==> src/rtl/id_wb.sv <==
// Decode/writeback stage: accepts instruction words, owns accumulators A/B, resolves branches.
// Optional macro ID_WB_TRAP_EN adds a sticky illegal-opcode trap and the oIllegal output.
//
// state | meaning
// IDLE  | ready for a new instruction word
// EXEC  | operands and opcode presented to the ALU, result captured at end of cycle
// WB    | accumulator commit, branch pulse
module id_wb #(
    parameter int          OPC_W       = 6,
    parameter logic [7:0]  ACUM_A_INIT = 8'h00,
    parameter logic [7:0]  ACUM_B_INIT = 8'h00
) (
    input  logic             iClock,
    input  logic             iReset_n,
    input  logic             iInstValid,
    input  logic [OPC_W+7:0] iInstr,
    output logic             oInstReady,
    output logic [OPC_W-1:0] oAluInstSel,
    output logic [7:0]       oAcumA,
    output logic [7:0]       oAcumB,
    output logic [7:0]       oConst,
    output logic             oExValid,
    input  logic [7:0]       iAluData,
    output logic             oBranchTaken,
`ifdef ID_WB_TRAP_EN
    output logic             oIllegal,
`endif
    output logic [7:0]       oBranchTarget
);

    localparam logic [OPC_W-1:0] ADDA  = OPC_W'(8'h00);
    localparam logic [OPC_W-1:0] ADDB  = OPC_W'(8'h01);
    localparam logic [OPC_W-1:0] SUBA  = OPC_W'(8'h02);
    localparam logic [OPC_W-1:0] ANDA  = OPC_W'(8'h03);
    localparam logic [OPC_W-1:0] ANDB  = OPC_W'(8'h04);
    localparam logic [OPC_W-1:0] ORA   = OPC_W'(8'h05);
    localparam logic [OPC_W-1:0] ORB   = OPC_W'(8'h06);
    localparam logic [OPC_W-1:0] ADDCA = OPC_W'(8'h07);
    localparam logic [OPC_W-1:0] ADDCB = OPC_W'(8'h08);
    localparam logic [OPC_W-1:0] SUBCA = OPC_W'(8'h09);
    localparam logic [OPC_W-1:0] SUBCB = OPC_W'(8'h0A);
    localparam logic [OPC_W-1:0] ANDCA = OPC_W'(8'h0B);
    localparam logic [OPC_W-1:0] ANDCB = OPC_W'(8'h0C);
    localparam logic [OPC_W-1:0] ORCA  = OPC_W'(8'h0D);
    localparam logic [OPC_W-1:0] ORCB  = OPC_W'(8'h0E);
    localparam logic [OPC_W-1:0] ASLA  = OPC_W'(8'h0F);
    localparam logic [OPC_W-1:0] ASRA  = OPC_W'(8'h10);
    localparam logic [OPC_W-1:0] BAEQ  = OPC_W'(8'h11);
    localparam logic [OPC_W-1:0] BANE  = OPC_W'(8'h12);
    localparam logic [OPC_W-1:0] BAMI  = OPC_W'(8'h13);
    localparam logic [OPC_W-1:0] BAPL  = OPC_W'(8'h14);
    localparam logic [OPC_W-1:0] BBEQ  = OPC_W'(8'h15);
    localparam logic [OPC_W-1:0] BBNE  = OPC_W'(8'h16);
    localparam logic [OPC_W-1:0] BBMI  = OPC_W'(8'h17);
    localparam logic [OPC_W-1:0] BBPL  = OPC_W'(8'h18);

    typedef enum logic [1:0] {IDLE, EXEC, WB} state_t;

    state_t           state;
    logic [7:0]       aluResult;
    logic             branchCond;
    logic             wrA;
    logic             wrB;
    logic [OPC_W-1:0] instOpc;
    logic [7:0]       instConst;

    assign instOpc   = iInstr[OPC_W+7:8];
    assign instConst = iInstr[7:0];

    always_comb begin
        branchCond = 1'b0;
        case (oAluInstSel)
            BAEQ:    branchCond = (oAcumA == 8'h00);
            BANE:    branchCond = (oAcumA != 8'h00);
            BAMI:    branchCond = oAcumA[7];
            BAPL:    branchCond = ~oAcumA[7];
            BBEQ:    branchCond = (oAcumB == 8'h00);
            BBNE:    branchCond = (oAcumB != 8'h00);
            BBMI:    branchCond = oAcumB[7];
            BBPL:    branchCond = ~oAcumB[7];
            default: branchCond = 1'b0;
        endcase
    end

    always_comb begin
        wrA = 1'b0;
        wrB = 1'b0;
        case (oAluInstSel)
            ADDA, SUBA, ANDA, ORA, ADDCA, SUBCA, ANDCA, ORCA, ASLA, ASRA: wrA = 1'b1;
            ADDB, ANDB, ORB, ADDCB, SUBCB, ANDCB, ORCB:                   wrB = 1'b1;
            default: begin
                wrA = 1'b0;
                wrB = 1'b0;
            end
        endcase
    end

`ifdef ID_WB_TRAP_EN
    logic trapFlag;
    logic instLegal;

    // Opcodes are densely packed from ADDA up to BBPL.
    assign instLegal  = (instOpc <= BBPL);
    assign oIllegal   = trapFlag;
    assign oInstReady = iReset_n && (state == IDLE) && !trapFlag;
`else
    assign oInstReady = iReset_n && (state == IDLE);
`endif

    always_ff @(posedge iClock or negedge iReset_n) begin
        if (!iReset_n) begin
            state         <= IDLE;
            oAcumA        <= ACUM_A_INIT;
            oAcumB        <= ACUM_B_INIT;
            oAluInstSel   <= '0;
            oConst        <= 8'h00;
            oExValid      <= 1'b0;
            oBranchTaken  <= 1'b0;
            oBranchTarget <= 8'h00;
            aluResult     <= 8'h00;
`ifdef ID_WB_TRAP_EN
            trapFlag      <= 1'b0;
`endif
        end else begin
            case (state)
                IDLE: begin
                    oBranchTaken <= 1'b0;
                    if (iInstValid && oInstReady) begin
                        oAluInstSel <= instOpc;
                        oConst      <= instConst;
                        oExValid    <= 1'b1;
                        state       <= EXEC;
`ifdef ID_WB_TRAP_EN
                        if (!instLegal) trapFlag <= 1'b1;
`endif
                    end
                end
                EXEC: begin
                    oExValid  <= 1'b0;
                    aluResult <= iAluData;
                    if (branchCond) begin
                        oBranchTaken  <= 1'b1;
                        oBranchTarget <= oConst;
                    end
                    state <= WB;
                end
                WB: begin
                    oBranchTaken <= 1'b0;
                    if (wrA) oAcumA <= aluResult;
                    if (wrB) oAcumB <= aluResult;
                    state <= IDLE;
                end
                default: state <= IDLE;
            endcase
        end
    end

endmodule

==> config.mk <==
export PLATFORM = sky130hd
export DESIGN_NAME = id_wb
export DESIGN_NICKNAME = d
export VERILOG_FILES = /design/src/rtl/id_wb.sv
export SDC_FILE = /design/constraint.sdc
export NUM_CORES = 1
export LEC_CHECK = 0
export BUFFER_PORTS_ARGS = -buffer_cell sky130_fd_sc_hd__buf_2
export CAP_MARGIN = 10
export CELL_PAD_IN_SITES_DETAIL_PLACEMENT = 0
export CELL_PAD_IN_SITES_GLOBAL_PLACEMENT = 1
export CORE_ASPECT_RATIO = 0.9
export CORE_UTILIZATION = 40
export DETAILED_ROUTE_END_ITERATION = 8
export PLACE_DENSITY_LB_ADDON = 0.05
export SLEW_MARGIN = 40
export SYNTH_ARGS = -nofsm -noshare
export SYNTH_HDL_FRONTEND = slang
export SYNTH_SLANG_ARGS = --single-unit
==> constraint.sdc <==
create_clock -name iClock -period 3.3 [get_ports iClock]
set_input_delay 0.66 -clock iClock [delete_from_list [all_inputs] [get_ports iClock]]
set_output_delay 0.66 -clock iClock [all_outputs]
set_load 0.03 [all_outputs]
==> results by group, run 1 <==
Die
  – Chip Width: 78.5 microns
  – Initial core utilization: 42.6%
  – Die area: 0.00557 sq mm
  – Io pins: 66
  – Cell row count: 24
  – Die Ht: 70.9 microns
  – Floorplan Core Area: 0.00495 sq mm

Critical path
  – Critical path cell sequence: or4_1 > or4b_1 > a211oi_2 > o31ai_4 > mux2_4
  – Worst path arrival time: 2.65 ns
  – CP max-delay cell: or4_1
  – Reg2reg path depth: 5
  – Crit start category: register
  – Crit path capture type: register
  – Crit path depth: 5
  – Worst-path fanout max: 9
  – Setup CP Type: register to register
  – CP bufs+invs: 0
  – Critical Path RT: 3.49 ns
  – Reg2reg start: oAcumA[5]
  – Critical Path Source: oAcumA[5]
  – CP delay by family, top: simple AND/OR/NAND/NOR gates
  – CP max stage delay: 0.54 ns

Detailed routing
  – Post-route ant nets: 0
  – Routed via count: 1414
  – # DRC: 0
  – Iteration-0 DRC Markers: 103
  – DR WL/cell: 15.8 microns
  – Initial DRT Pass Iterations: 4
  – Vias per cell: 5.14
  – Total wire length: 4350 microns

Global route
  – Total track usage: 17.0%
  – Initial antenna violation count: 0
  – Largest net degree at the start of global routing: 51
  – Number of global-route vias before repair: 1387
  – Global route overflow: 0
  – First-pass GRT wire length: 7100 microns

Power
  – LEAKAGE: 1.29 nW
  – PwrDens: 851 mW/mm^2
  – Max VDD drop: 479 uV
  – Power Total: 2.22 mW

Synthesis
  – Avg Inst Size Synth: 14.7 sq um
  – Post-Syn Instances: 143
  – Synth Warn #: 0
  – Post-synth EDFFs: 0
  – Netlist Area Pre-Place: 0.00211 sq mm
  – Count of distinct cell types in the synthesized netlist: 31
  – Synth Flop Type: dfrtp_1
  – Post-synth ARST share: 100%
  – Syn Nets: 168
  – Register area share after synthesis: 59.3%
  – Post-synthesis register bit count: 50

Clock network
  – Setup bufs post-CTS: 0
  – Worst-Skew Late Latency: 0.30 ns
  – Clock tree buffer depth: 2
  – Post-CTS sizing: 0
  – CTS tree: built
  – Hold buffer count at CTS: 0
  – Root Driver: clkbuf_8
  – CTS clk-pin slew, worst paths: 0.08 ns
  – CTS Buf Count: 5
  – H-tree depth: 2
  – Sink Count: 50

Final layout
  – Register area: 0.00125 sq mm
  – Nets: 235
  – ANT cells: 0
  – Area of the multi-input gates: 823 sq um
  – # fillers: 436
  – Layout area overhead: 23.9%
  – Layout cells sized above 1: 58.6%

Hold path
  – Hold crit path type: primary input to asynchronous set/reset pin

STA
  – Final worst slack: 0.836 ns
  – Worst slew margin: 52.1%
  – Final Max Slew Viols: 0
  – Worst Tran Pin Value: 0.718 ns
  – RSZ-0062 raised after global routing: false
  – Final setup viols: 0
  – Crit path time final: 2.46 ns
  – FMAX: 406 MHz
  – Fin. Hold Viols: 0
  – Tcrit/Tclk final: 74.7%
  – Clock skew: 0.00468 ns
  – Setup TNS: 0 ns

Flow run
  – Max Cap Viol: 0

Placement
  – Dpl ws: 0.845 ns
  – Port Buf Inserts: 65
  – Dpl hpwl: 3140 microns
  – Routability cong.: 0.761

Status
  – Status: complete, no violations
-- cells in the final DEF, fill, tap and decap left out, types with 2 or more instances in the layout --
| cell type | instances |
|---|---|
| buf_4 | 2 |
| nand2_1 | 7 |
| or4_1 | 2 |
| mux2_4 | 8 |
| mux2_2 | 38 |
| nor4_1 | 2 |
| nand3_1 | 2 |
| nor3b_1 | 2 |
| nor3_1 | 2 |
| o21bai_1 | 2 |
| o21ai_0 | 3 |
| dfrtp_1 | 50 |
| clkbuf_8 | 6 |
| nor2b_1 | 2 |
| buf_2 | 65 |
-- power by group --
group	switching (mW)	leakage (nW)	internal [mW]
Clock	0.191	0.0573	0.243
Combinational	0.510	0.613	0.315
Sequential	0.167	0.622	0.798
-- cell usage after synthesis, types with 2 or more instances --
library cell / n / share of area (%)
dfrtp_1: 50 / 59
mux2_2: 38 / 20
mux2_4: 8 / 5.7
nand2_1: 7 / 1.2
clkbuf_1: 5 / 0.89
o21ai_0: 3 / 0.71
nand3_1: 2 / 0.47
nor2b_1: 2 / 0.59
nor3_1: 2 / 0.47
nor3b_1: 2 / 0.71
nor4_1: 2 / 0.59
o21bai_1: 2 / 0.71
or4_1: 2 / 0.71
-- cell type report --
class	instances	share of cell area [%]
flip-flops and latches	50	47.9
multi-input cells	85	31.5
repair buffers	67	13.0
clock buffers	6	3.16
well taps	65	3.11
clock inverters	1	1.15
inverters	1	0.144
-- state kept, by name, summed over array words and instances (netlist names) --
name / count
state: 2
oBranchTarget: 8
oAcumB: 8
oBranchTaken: 1
oAcumA: 8
oConst: 8
oAluInstSel: 6
aluResult: 8
oExValid: 1
-- kinds of logic after synthesis --
logic type | after synthesis | share of synthesized area [%]
AND/OR/NAND/NOR | 27 | 7.95
buffers and inverters | 8 | 1.60
XOR/XNOR | 1 | 0.416
flip-flops | 50 | 59.3
AO/OA/AOI/OAI | 10 | 4.21
multiplexers | 47 | 26.5
-- routing by layer --
| layer | global-route usage [%] | vias up | part of all wire [%] |
|---|---|---|---|
| li1 | - | 647 | - |
| met5 | 0 | - | 0 |
| met3 | 5.68 | 6 | 6.5 |
| met2 | 24.3 | 50 | 46 |
| met4 | 6.79 | 0 | 1.6 |
| met1 | 23.7 | 711 | 46 |
-- through the flow --
stage	util, %	instance area [sq um]	instances	hold WS (ns)
floorplan	-	2110	143	0.364
global placement	50.5	2500	268	0.482
detailed placement	50.5	2500	268	0.474
CTS	52.7	2610	275	0.501
global route	52.7	2610	275	0.519
finish	52.7	2610	275	0.486
-- worst register-to-register path, stage by stage, from the launching register on --
cell      delay, ns
dfrtp_1        0.41
or4_1          0.54
or4b_1         0.53
a211oi_2       0.32
o31ai_4        0.21
mux2_4         0.34
-- final timing paths --
path / to / slack [ns]
worst min-delay path: aluResult[5] / 0.49
worst max register to register: oBranchTarget[5] / 0.84
worst min register to register: oBranchTaken / 0.49
max in group asynchronous: oExValid / 2.40
min in group iClock: oBranchTaken / 0.49
worst max-delay path: oBranchTarget[5] / 0.84
Note: power is estimated with default switching activity, not from simulation.
==> inputs of run 2 (changes only) <==
- CORE_UTILIZATION: 40 -> 36
- clock period: 3.3 -> 2.1 ns (I/O delays scaled with it)
==> run 2 against run 1 <==
Compared with the run above: power grew 63%; largest power group is now combinational cells; setup slack lost 1.1 ns; the flow now finishes with violations (negative setup slack); combinational power grew 92%; worst hold slack lost 0.23 ns; register-to-register slack lost 1.1 ns; clock power grew 27%; first-iteration DRC count shrank 30%; core utilization shrank 3.4 points; cell count grew 9.5%; largest cell class unchanged; clock skew is essentially flat; global-route usage shrank 0.62 points.
==> results by group, run 2 (synthesized netlist as in run 1, its figures left out) <==
Status
  – Status: finished with violations
  – Violated checks: negative setup slack

Critical path
  – CP max stage delay: 0.54 ns (about the same)
  – Reg2reg path depth: 6 (+1)
  – Worst path arrival time: 2.60 ns (-0.05 ns)
  – Crit path depth: 6 (+1)
  – FF-to-FF End: oBranchTarget[4]
  – CP max-delay cell: or4_4
  – Crit start category: register
  – Critical Path Source: oAcumA[1]
  – Critical Path RT: 2.29 ns (-1.20 ns)
  – CP delay by family, top: simple AND/OR/NAND/NOR gates
  – Crit path capture type: register
  – Reg2reg start: oAcumA[1]
  – Critical path cell sequence: or4_4 > or4b_4 > a211oi_4 > o31ai_4 > buf_12 > mux2_4
  – Crit path to: oBranchTarget[4]
  – Worst reg2reg setup slack: -0.31 ns (-1.15 ns)
  – Worst-path fanout max: 9 (unchanged)
  – Setup CP Type: register to register
  – CP bufs+invs: 1 (+1)

Die
  – Die Ht: 74.6 microns (+5.3%)
  – Initial core utilization: 37.2% (-5.3 points)
  – Die area: 0.00617 sq mm (+11%)
  – Io pins: 66 (unchanged)
  – Floorplan Core Area: 0.00566 sq mm (+14%)
  – Cell row count: 26 (+8.3%)
  – Chip Width: 82.7 microns (+5.3%)

Flow run
  – Max Cap Viol: 0 (unchanged)

STA
  – Final worst slack: -0.314 ns (-1.15 ns)
  – FMAX: 414 MHz (+2.1%)
  – Tcrit/Tclk final: 115% (+40 points)
  – Clock skew: 0.00427 ns (-0.000417 ns)
  – Worst slew margin: 57.6% (+5.5 points)
  – Final setup viols: 9 (+9)
  – Crit path time final: 2.41 ns (-0.0501 ns)
  – Worst Tran Pin Value: 0.636 ns (-0.0818 ns)
  – Setup TNS: -2.47 ns (-2.47 ns)
  – RSZ-0062 raised after global routing: true
  – Min Hold Slack: 0.255 ns (-0.231 ns)
  – Final Max Slew Viols: 0 (unchanged)
  – Fin. Hold Viols: 0 (unchanged)

Global route
  – Number of global-route vias before repair: 1474 (+6.3%)
  – Largest net degree at the start of global routing: 51 (unchanged)
  – Initial antenna violation count: 0 (unchanged)
  – Total track usage: 16.4% (-0.62 points)
  – Global route overflow: 0 (unchanged)
  – First-pass GRT wire length: 7220 microns (+1.6%)

Detailed routing
  – Total wire length: 4640 microns (+6.7%)
  – DR WL/cell: 15.4 microns (-2.5%)
  – # DRC: 0 (unchanged)
  – Iteration-0 DRC Markers: 72 (-30%)
  – Vias per cell: 4.90 (-4.8%)
  – Routed via count: 1474 (+4.2%)
  – Initial DRT Pass Iterations: 4 (unchanged)
  – Post-route ant nets: 0 (unchanged)

Power
  – Power Total: 3.62 mW (+63%)
  – Max VDD drop: 743 uV (+55%)
  – Sw power: 1.43 mW (+65%)
  – Int Pwr: 2.19 mW (+62%)
  – Combinational share of power: 43.7% (+6.6 points)
  – Register share of total power: 41.1% (-2.3 points)
  – PwrDens: 1300 mW/mm^2 (+52%)
  – LEAKAGE: 1.39 nW (+7.5%)
  – Sw Share: 39.5% (+0.44 points)
  – Clk network pwr share: 15.2% (-4.3 points)

Final layout
  – Layout cells sized above 1: 65.4% (+6.8 points)
  – # fillers: 538 (+23%)
  – ANT cells: 0 (unchanged)
  – Layout area overhead: 32.3%
  – Nets: 255 (+8.5%)
  – Commonest non-fill, non-tap cell in the layout: buf_2
  – Most frequent cells in the layout: buf_2, dfrtp_1, mux2_2

Clock network
  – Worst-Skew Late Latency: 0.30 ns (about the same)
  – CTS Buf Count: 5 (unchanged)
  – CTS clk-pin slew, worst paths: 0.09 ns (about the same)
  – H-tree depth: 2 (unchanged)
  – Root Driver: clkbuf_8
  – Sink Count: 50 (unchanged)
  – Clock tree buffer depth: 2 (unchanged)
  – CTS tree: built

Placement
  – Routability cong.: 0.738 (-3.0%)
  – Port Buf Inserts: 65 (unchanged)
  – Dpl hpwl: 3350 microns (+6.5%)

Hold path
  – Hold crit path type: primary input to asynchronous set/reset pin
[run 2: timing repair]
action,in CTS,in global routing
setup buffers,0,2
resized for setup,2,2
setup endpoints to repair,9,9
hold buffers,0,0
pin swaps,0,1
[run 2: routing by layer]
| metal | GRT usage [%] | part of all wire [%] | vias to the layer above |
|---|---|---|---|
| met4 | 5.17 | 0.91 | 0 |
| met5 | 0 | 0 | - |
| met2 | 24.4 | 46 | 46 |
| met3 | 5.03 | 7.3 | 5 |
| li1 | - | - | 692 |
| met1 | 22.8 | 46 | 731 |
[run 2: final cells by class]
type,instances,area (sq um),area share (%)
flip-flops and latches,50,1260,45.0
multi-input cells,85,853,30.6
clock inverters,2,13.8,0.493
clock buffers,6,72.6,2.60
inverters,1,3.75,0.135
well taps,70,87.6,3.14
repair buffers,87,503,18.0
[run 2: how the worst min path moves through the flow]
stage / cells after the start / end / slack, ns / start
after floorplan: 0 / aluResult[0] / 0.12 / iReset_n
after global placement: 2 / oBranchTaken / 0.48 / oBranchTaken
after detailed placement: 2 / oBranchTaken / 0.48 / oBranchTaken
after CTS: 2 / oBranchTarget[6] / 0.30 / iReset_n
after global routing: 2 / oAcumA[5] / 0.31 / iReset_n
final: 2 / oAluInstSel[3] / 0.25 / iReset_n
[run 2: metrics by stage]
stage	utilization (%)	setup WS, ns	cells	area [sq um]
after global placement	46.9	-0.256	291	2660
after floorplan	-	-0.273	143	2120
final	49.3	-0.314	301	2790
after CTS	48.6	-0.290	299	2750
after detailed placement	46.9	-0.285	291	2660
after global routing	49.3	-0.370	301	2790
[run 2: worst reg2reg max path, stage by stage (launching register included)]
cell      delay (ns)
dfrtp_2         0.41
or4_4           0.54
or4b_4          0.54
a211oi_4        0.25
o31ai_4         0.10
buf_12          0.16
mux2_4          0.30
[run 2: power groups by stage]
stage	sequential (mW)	combinational (mW)	clock [mW]
CTS	1.48	1.57	0.573
floorplan	1.98	0.437	0
global placement	1.48	1.54	0
detailed placement	1.50	1.56	0
global route	1.54	1.69	0.622
finish	1.49	1.58	0.551
==> inputs of run 3 (changes only) <==
- CORE_ASPECT_RATIO: 0.9 -> 1.5
==> run 3 against run 2 <==
Compared with the run above: the run still ends with negative setup slack left; worst hold slack improved by 0.016 ns; sequential power barely moved; setup slack improved by 0.024 ns; first-iteration DRC count fell by 44%; cell count rose by 0.66%; global-route usage rose by 0.11 points; maximum frequency rose by 1.0%; die area barely moved; count of clock-buffer cells in the layout rose by 1; non-clock buffer count rose by 1; critical path depth fell by 1; cell area rose by 1.2%; largest cell class unchanged.
==> results by group, run 3 (synthesized netlist as in run 1, its figures left out) <==
Clock network
  – Worst-Skew Late Latency: 0.29 ns (about the same)
  – CTS Buf Count: 5 (unchanged)
  – Hold buffer count at CTS: 0 (unchanged)
  – Sink Count: 50 (unchanged)
  – Clock tree buffer depth: 2 (unchanged)
  – CTS tree: built
  – CTS clk-pin slew, worst paths: 0.08 ns (about the same)
  – H-tree depth: 2 (unchanged)
  – Root Driver: clkbuf_8

Power
  – LEAKAGE: 1.40 nW (+0.49%)
  – Max VDD drop: 694 uV (-6.6%)
  – Power Total: 3.68 mW (+1.7%)
  – PwrDens: 1300 mW/mm^2 (+0.52%)

Die
  – Cell row count: 33 (+27%)
  – Chip Width: 64.5 microns (-22%)
  – Die Ht: 95.7 microns (+28%)
  – Initial core utilization: 37.8% (+0.58 points)
  – Io pins: 66 (unchanged)
  – Die area: 0.00617 sq mm (about the same)
  – Floorplan Core Area: 0.00557 sq mm (-1.5%)

Final layout
  – Fin cells: 303 (+0.66%)
  – Design area: 0.00282 sq mm (+1.2%)
  – Most frequent cells in the layout: buf_2, dfrtp_1, mux2_2
  – Layout area overhead: 33.9%
  – ANT cells: 0 (unchanged)
  – Nets: 257 (+0.78%)
  – Layout cells sized above 1: 65.7% (+0.30 points)
  – Finished Core Util: 50.7% (+1.4 points)
  – Commonest non-fill, non-tap cell in the layout: buf_2

Placement
  – Cells after DPL: 292 (+0.34%)
  – Routability cong.: 0.789 (+6.9%)
  – Dpl ws: -0.287 ns (-0.00208 ns)
  – Port Buf Inserts: 65 (unchanged)
  – Area after DPL: 0.00268 sq mm (+0.75%)
  – Dpl hpwl: 3470 microns (+3.7%)

Status
  – Violated checks: negative setup slack
  – Status: finished with violations

Critical path
  – Worst-path fanout max: 5 (-4)
  – Worst reg2reg setup slack: -0.29 ns (+0.02 ns)
  – Crit path capture type: register
  – Worst path arrival time: 2.57 ns (-0.03 ns)
  – FF-to-FF End: oBranchTarget[5]
  – Reg2reg path depth: 5 (-1)
  – Setup CP Type: register to register
  – Critical Path RT: 2.28 ns (about the same)
  – Reg2reg start: oAcumA[1]
  – Crit start category: register

STA
  – Clock skew: 0.00746 ns (+0.00319 ns)
  – Final worst slack: -0.290 ns (+0.0239 ns)
  – Worst slew margin: 59.1% (+1.5 points)
  – Worst Tran Pin Value: 0.614 ns (-0.0218 ns)
  – Tcrit/Tclk final: 114% (-1.1 points)
  – Final Max Slew Viols: 0 (unchanged)
  – Final setup viols: 9 (unchanged)
  – RSZ-0062 raised after global routing: true
  – Crit path time final: 2.39 ns (-0.0239 ns)
  – Fin. Hold Viols: 0 (unchanged)
  – Min Hold Slack: 0.271 ns (+0.0161 ns)
  – Setup TNS: -2.26 ns (+0.213 ns)
  – FMAX: 418 MHz (+1.0%)

Detailed routing
  – Routed length on met3: 190 microns (-44%)
  – Met2 wire length: 2530 microns (+20%)
  – DR WL/cell: 15.7 microns (+2.0%)
  – Initial DRT Pass Iterations: 4 (unchanged)
  – Post-Route M1 WL: 2010 microns (-6.1%)
  – Post-route ant nets: 0 (unchanged)
  – Vias per cell: 4.91 (+0.22%)
  – Top sig layer: met4
  – Total wire length: 4760 microns (+2.7%)
  – Routed via count: 1487 (+0.88%)
  – # DRC: 0 (unchanged)
  – Iteration-0 DRC Markers: 40 (-44%)

Global route
  – Largest net degree at the start of global routing: 51 (unchanged)
  – Total track usage: 16.5% (+0.11 points)
  – First-pass GRT wire length: 7640 microns (+5.8%)
  – Initial antenna violation count: 0 (unchanged)
  – Global route overflow: 0 (unchanged)
  – Number of global-route vias before repair: 1519 (+3.1%)

Flow run
  – Max Cap Viol: 0 (unchanged)

Hold path
  – Hold crit path type: primary input to asynchronous set/reset pin
run 3: layout make-up:
cell class                      count  area, sq um
Timing Repair Buffer               88          510
Sequential cell                    50         1260
Clock inverter                      1         5.00
Tap cell                           70         87.6
Multi-Input combinational cell     86          875
Fill cell                         519         2750
Inverter                            1         3.75
Clock buffer                        7         86.3
run 3: power breakdown:
part,switching (mW),internal [mW],leakage (nW)
combinational,0.920,0.727,0.730
clock,0.292,0.266,0.0482
sequential,0.217,1.26,0.617
run 3: worst max path at each step:
stage,startpoint,to,slack (ns),cells after the start
2_1_floorplan,oAcumA[1],oBranchTarget[0],-0.27,5
3_3_place_gp,oAcumA[1],oBranchTarget[3],-0.26,5
3_5_place_dp,oAcumA[1],oBranchTarget[7],-0.29,5
4_1_cts,oAcumA[7],oBranchTarget[4],-0.29,5
5_1_grt,oAcumA[5],oBranchTarget[5],-0.36,5
6_report,oAcumA[1],oBranchTarget[5],-0.29,5
run 3: metal layers:
| metal | up-vias | GRT usage, % |
|---|---|---|
| met4 | 0 | 5.00 |
| met5 | - | 0 |
| met1 | 750 | 20.8 |
| met3 | 2 | 3.20 |
| met2 | 40 | 28.4 |
| li1 | 695 | - |
run 3: timing repair:
| action | 4_1_cts | 5_1_grt |
|---|---|---|
| endpoints found under the setup margin | 9 | 9 |
| hold endpoints to repair | 0 | 0 |
| pin swaps | 1 | 2 |
| gates resized for setup | 4 | 1 |
| gates cloned | 1 | 0 |
| setup buffers | 0 | 2 |
run 3: critical path: stages, from the launching register on:
cell and delay [ns]:
dfrtp_2 0.41, or4_4 0.51, or4b_4 0.54, a211oi_4 0.34
o31ai_4 0.15, mux2_4 0.33
